<file path="src/rtl/cla_adder_reg.sv">
// Registered NBIT-wide two-level carry-lookahead adder: 4-bit lookahead groups
// feeding a group-level lookahead unit, with sum/carry captured on valid input.

module cla_group4 (
  input  logic [3:0] g,
  input  logic [3:0] p,
  input  logic       ci,
  output logic [3:0] c,
  output logic       gg,
  output logic       pg
);
  assign c[0] = ci;
  assign c[1] = g[0] | (p[0] & ci);
  assign c[2] = g[1] | (p[1] & g[0]) | (p[1] & p[0] & ci);
  assign c[3] = g[2] | (p[2] & g[1]) | (p[2] & p[1] & g[0]) | (p[2] & p[1] & p[0] & ci);
  assign gg   = g[3] | (p[3] & g[2]) | (p[3] & p[2] & g[1]) | (p[3] & p[2] & p[1] & g[0]);
  assign pg   = &p;
endmodule

module cla_adder_reg #(
  parameter int NBIT = 4
) (
  input  logic            clk,
  input  logic            rst_n,
  input  logic [NBIT-1:0] a,
  input  logic [NBIT-1:0] b,
  input  logic            cin,
  input  logic            in_valid,
  output logic [NBIT-1:0] s,
  output logic            cout,
  output logic            out_valid
);
  localparam int NGRP = (NBIT + 3) / 4;
  localparam int NPAD = NGRP * 4;

  logic [NPAD-1:0] g_w, p_w, c_w;
  logic [NGRP-1:0] gg_w, pg_w;
  logic [NGRP:0]   gc_w;
  logic [NBIT-1:0] sum_w;
  logic            cout_w;

  logic [NBIT-1:0] s_q, s_d;
  logic            cout_q, cout_d;
  logic            vld_q, vld_d;

  // Padding bits of a partial top group are g=0, p=0.
  always_comb begin
    g_w = '0;
    p_w = '0;
    g_w[NBIT-1:0] = a & b;
    p_w[NBIT-1:0] = a ^ b;
  end

  // Second-level lookahead, flattened sum-of-products per group boundary.
  always_comb begin
    logic acc, term;
    gc_w    = '0;
    gc_w[0] = cin;
    for (int k = 1; k <= NGRP; k++) begin
      acc = 1'b0;
      for (int j = 0; j < k; j++) begin
        term = gg_w[j];
        for (int m = j + 1; m < k; m++) term = term & pg_w[m];
        acc = acc | term;
      end
      term = cin;
      for (int m = 0; m < k; m++) term = term & pg_w[m];
      gc_w[k] = acc | term;
    end
  end

  for (genvar gi = 0; gi < NGRP; gi++) begin : g_grp
    cla_group4 u_grp (
      .g  (g_w[gi*4 +: 4]),
      .p  (p_w[gi*4 +: 4]),
      .ci (gc_w[gi]),
      .c  (c_w[gi*4 +: 4]),
      .gg (gg_w[gi]),
      .pg (pg_w[gi])
    );
  end

  assign sum_w = p_w[NBIT-1:0] ^ c_w[NBIT-1:0];

  // With a partial top group the zero-propagate padding blocks the group
  // carry-out, so take the carry into the first padding bit instead.
  if (NBIT % 4 == 0) begin : g_cout_full
    assign cout_w = gc_w[NGRP];
  end else begin : g_cout_part
    assign cout_w = c_w[NBIT];
  end

  logic unused_w;
  assign unused_w = ^{gc_w, c_w, gg_w, pg_w};

  always_comb begin
    s_d    = s_q;
    cout_d = cout_q;
    vld_d  = in_valid;
    if (in_valid) begin
      s_d    = sum_w;
      cout_d = cout_w;
    end
  end

  always_ff @(posedge clk or negedge rst_n) begin
    if (!rst_n) begin
      s_q    <= '0;
      cout_q <= 1'b0;
      vld_q  <= 1'b0;
    end else begin
      s_q    <= s_d;
      cout_q <= cout_d;
      vld_q  <= vld_d;
    end
  end

  assign s         = s_q;
  assign cout      = cout_q;
  assign out_valid = vld_q;
endmodule

</file>
<file path="config.mk">
export PLATFORM = sky130hd
export DESIGN_NAME = cla_adder_reg
export DESIGN_NICKNAME = d
export VERILOG_FILES = /design/src/rtl/cla_adder_reg.sv
export SDC_FILE = /design/constraint.sdc
export NUM_CORES = 1
export LEC_CHECK = 0
export BUFFER_PORTS_ARGS = -buffer_cell sky130_fd_sc_hd__clkbuf_2
export CAP_MARGIN = 20
export CORE_AREA = 2 2 39 41
export DETAILED_ROUTE_END_ITERATION = 8
export DIE_AREA = 0 0 41 43
export GPL_ROUTABILITY_DRIVEN = 0
export SLEW_MARGIN = 20
export SYNTH_ARGS = -nofsm -noshare
export SYNTH_HDL_FRONTEND = slang
export SYNTH_HIERARCHICAL = 1
export SYNTH_SLANG_ARGS = --single-unit
</file>
<file path="constraint.sdc">
create_clock -name clk -period 1.6 [get_ports clk]
set_input_delay 0.4 -clock clk [delete_from_list [all_inputs] [get_ports clk]]
set_output_delay 0.4 -clock clk [all_outputs]
set_load 0.02 [all_outputs]
</file>
==> impl_metrics.csv <==
group,metric,value,unit
synth,synth_area_per_cell,10.04,sq um
critical_path,end_kind,"flip-flop",
sta,maxSlewViolCount,0,
sta,finalHoldWorstSlack,0.4081,ns
detailed_routing,viasPerCell,4.479,
synth,syn_nets,52,
detailed_routing,wl,726,um
sta,slew_headroom,87.11,%
sta,period_needed,1.328,ns
synth,synth.yosys.seq_area_share,41.52,%
global_route,grt_pass1_wl,1.076,mm
synth,syn-cell-area,361.6,sq um
sta,fin_tns_setup,0,ns
power,vdd_drop_max,227.1,uV
power,p_leak,0.0002581,uW
sta,skew,0,ns
die,core_area,0.001384,sq mm
cells_and_area,nFillCells,151,
critical_path,crit_type,"primary input to flip-flop",
hold_path,hp-class,"primary input to flip-flop",
critical_path,crit_fanout,3,
sta,worst_pin_slew,0.1933,ns
clock_tree,numCtsBuffers,3,
critical_path,cp.arrival,1.45,ns
die,fp.dieH,43,um
global_route,grt_use_total,9.768,%
synth,synth_ff_type,"dfrtp_1",
clock_tree,h-tree-depth,1,
detailed_routing,vias,327,
critical_path,max_stage_delay,0.31,ns
global_route,overflow,0,
flow_run,cap_violations,0,
placed_design,dp_hpwl,590.9,um
critical_path,crit_cells,6,
critical_path,startpoint_type,"primary input",
sta,setup_viol,0,
die,rows,14,
cells_and_area,diodes,0,
clock_tree,cts.sinks,6,
global_route,antenna_found_initial,0,
critical_path,cp_cell_sequence,"clkbuf_2 -> ha_1 -> a21o_1 -> a31o_1 -> xnor2_1 -> a21oi_1",
critical_path,r2r.worst_path.cells,2,
synth,ys_ff_latch,6,
synth,yosysTopAreaCellShare,41.52,%
detailed_routing,wl_per_cell,9.945,um
synth,synth_cell_types,12,
global_route,grt_max_degree,12,
detailed_routing,drtIter0Drc,1,
status,status,"finished clean",
global_route,grt_pass1_vias,278,
synth,synth.largest_area_cell,"dfrtp_1",
synth,synth_most_common_cell,"a21oi_1",
die,pin_count,18,
clock_tree,path_clk_slew,0.04,ns
sta,rsz0062_at_grt,"no",
sta,fin_crit_sh,83.00,%
clock_tree,clk_path_buf_depth,2,
cells_and_area,fin_nets,75,
sta,timing.fmax,0.7530,GHz
clock_tree,clock-root-buffer,"clkbuf_4",
detailed_routing,drc,0,
critical_path,critPathRequiredTime,1.72,ns
clock_tree,clk_latency,0.24,ns
detailed_routing,ant_nets,0,
critical_path,cp_num_buf_inv,1,
synth,synth_area_leaders,"dfrtp_1, ha_1, a21oi_1, xnor2_1, a21o_1",
synth,synthArstFlopShare,100.0,%
placed_design,port_buffers,17,
sta,hold_viol,0,
critical_path,cpLargestDelayFamily,"compound AO/OA/AOI/OAI gates",
die,start_util,26.13,%
power,p_per_area,974.5,mW/mm^2
synth,postSynthCellCount,36,
synth,synthTopCellsByCount,"a21oi_1, dfrtp_1, nor2_1",
die,die-area,0.001763,sq mm
synth,synth_edf_count,0,
clock_tree,cts_tree,"built",
cells_and_area,syn_to_final_growth,37.02,%
detailed_routing,drtPass1Iterations,4,
synth,ys_warn_count,6,
power,p_total,482.9,uW
critical_path,crit_path_top_delay_cell,"ha_1",
die,fp.dieW,41,um
hold_path,min_path_cells,1,
cells_and_area,final_layout_size_suffix_gt1_share,38.60,%
[cells in the final DEF (no fill, tap or decap), drive strengths merged]
| cell | count |
|---|---|
| clkbuf | 20 |
| a21oi | 8 |
| dfrtp | 6 |
| nor2 | 5 |
| xnor2 | 4 |
| ha | 4 |
| a21o | 3 |
| buf | 2 |
| a31o | 1 |
| nand2 | 1 |
| o21ai | 1 |
| and4 | 1 |
| dlygate4sd3 | 1 |
[where the power goes]
part / internal, uW / switching (uW) / leakage [uW]
clock network: 84.6 / 51.3 / 0.0000138
registers: 175 / 12.2 / 0.0000676
logic: 71.8 / 87.6 / 0.000177
[per-layer routing]
layer | share of wire (%) | GRT usage, % | vias to the layer above
li1 | - | - | 171
met1 | 41 | 9.740 | 137
met3 | 9.8 | 1.571 | 4
met4 | 4.3 | 12.00 | 0
met2 | 44 | 14.37 | 15
met5 | 0 | 0 | -
[state kept, by name, indices dropped and copies added (netlist names)]
name,count
cout,1
out_valid,1
s,4
[final cells by class]
cell class,instances,area [sq um],share of cell area (%)
multi-input cells,28,192.7,38.89
flip-flops and latches,6,150.1,30.30
clock buffers,3,22.52,4.545
repair buffers,20,110.1,22.22
well taps,16,20.02,4.040
[worst paths after layout]
| kind | start | to | slack, ns |
|---|---|---|---|
| hold reg to reg | cout | cout | 0.52 |
| setup / recovery | a[0] | s[3] | 0.27 |
| hold / removal | in_valid | out_valid | 0.41 |
| max in group asynchronous | rst_n | s[1] | 0.94 |
| setup reg to reg | s[0] | s[0] | 0.95 |
| min in group asynchronous | rst_n | s[0] | 0.51 |
[kinds of logic (layout without fill, tap and decap cells)]
kind of cell | Yosys count | count (layout) | share of synthesized area, %
adders and majority gates | 4 | 4 | 13.84
AOI/OAI and AO/OA | 13 | 13 | 21.11
and+or+nand+nor | 7 | 7 | 8.651
xor gates and xnor gates | 4 | 4 | 9.688
buffers and inverters | 2 | 23 | 5.191
DFF | 6 | 6 | 41.52
[stage by stage]
stage          utilization [%]  cell area (sq um)  setup slack, ns  cells
6_report                 35.80              495.5           0.2720     73
5_1_grt                  35.80              495.5           0.2353     73
4_1_cts                  35.80              495.5           0.2681     73
3_5_place_dp             33.45              462.9          0.01725     69
3_3_place_gp             33.45              462.9          0.03844     69
2_1_floorplan                -              361.6           0.1452     36
[worst register-to-register path, cell delays in order, from the launching register on]
cell and delay [ns]:
dfrtp_1 0.37, nor2_1 0.11, a21oi_1 0.05
[timing repair]
action	4_1_cts	5_1_grt
hold buffers	1	0
setup buffers	0	0
hold endpoints to repair	6	0
endpoints found under the setup margin	0	0
resized for setup	0	0
Note: power is estimated with default switching activity, not from simulation.
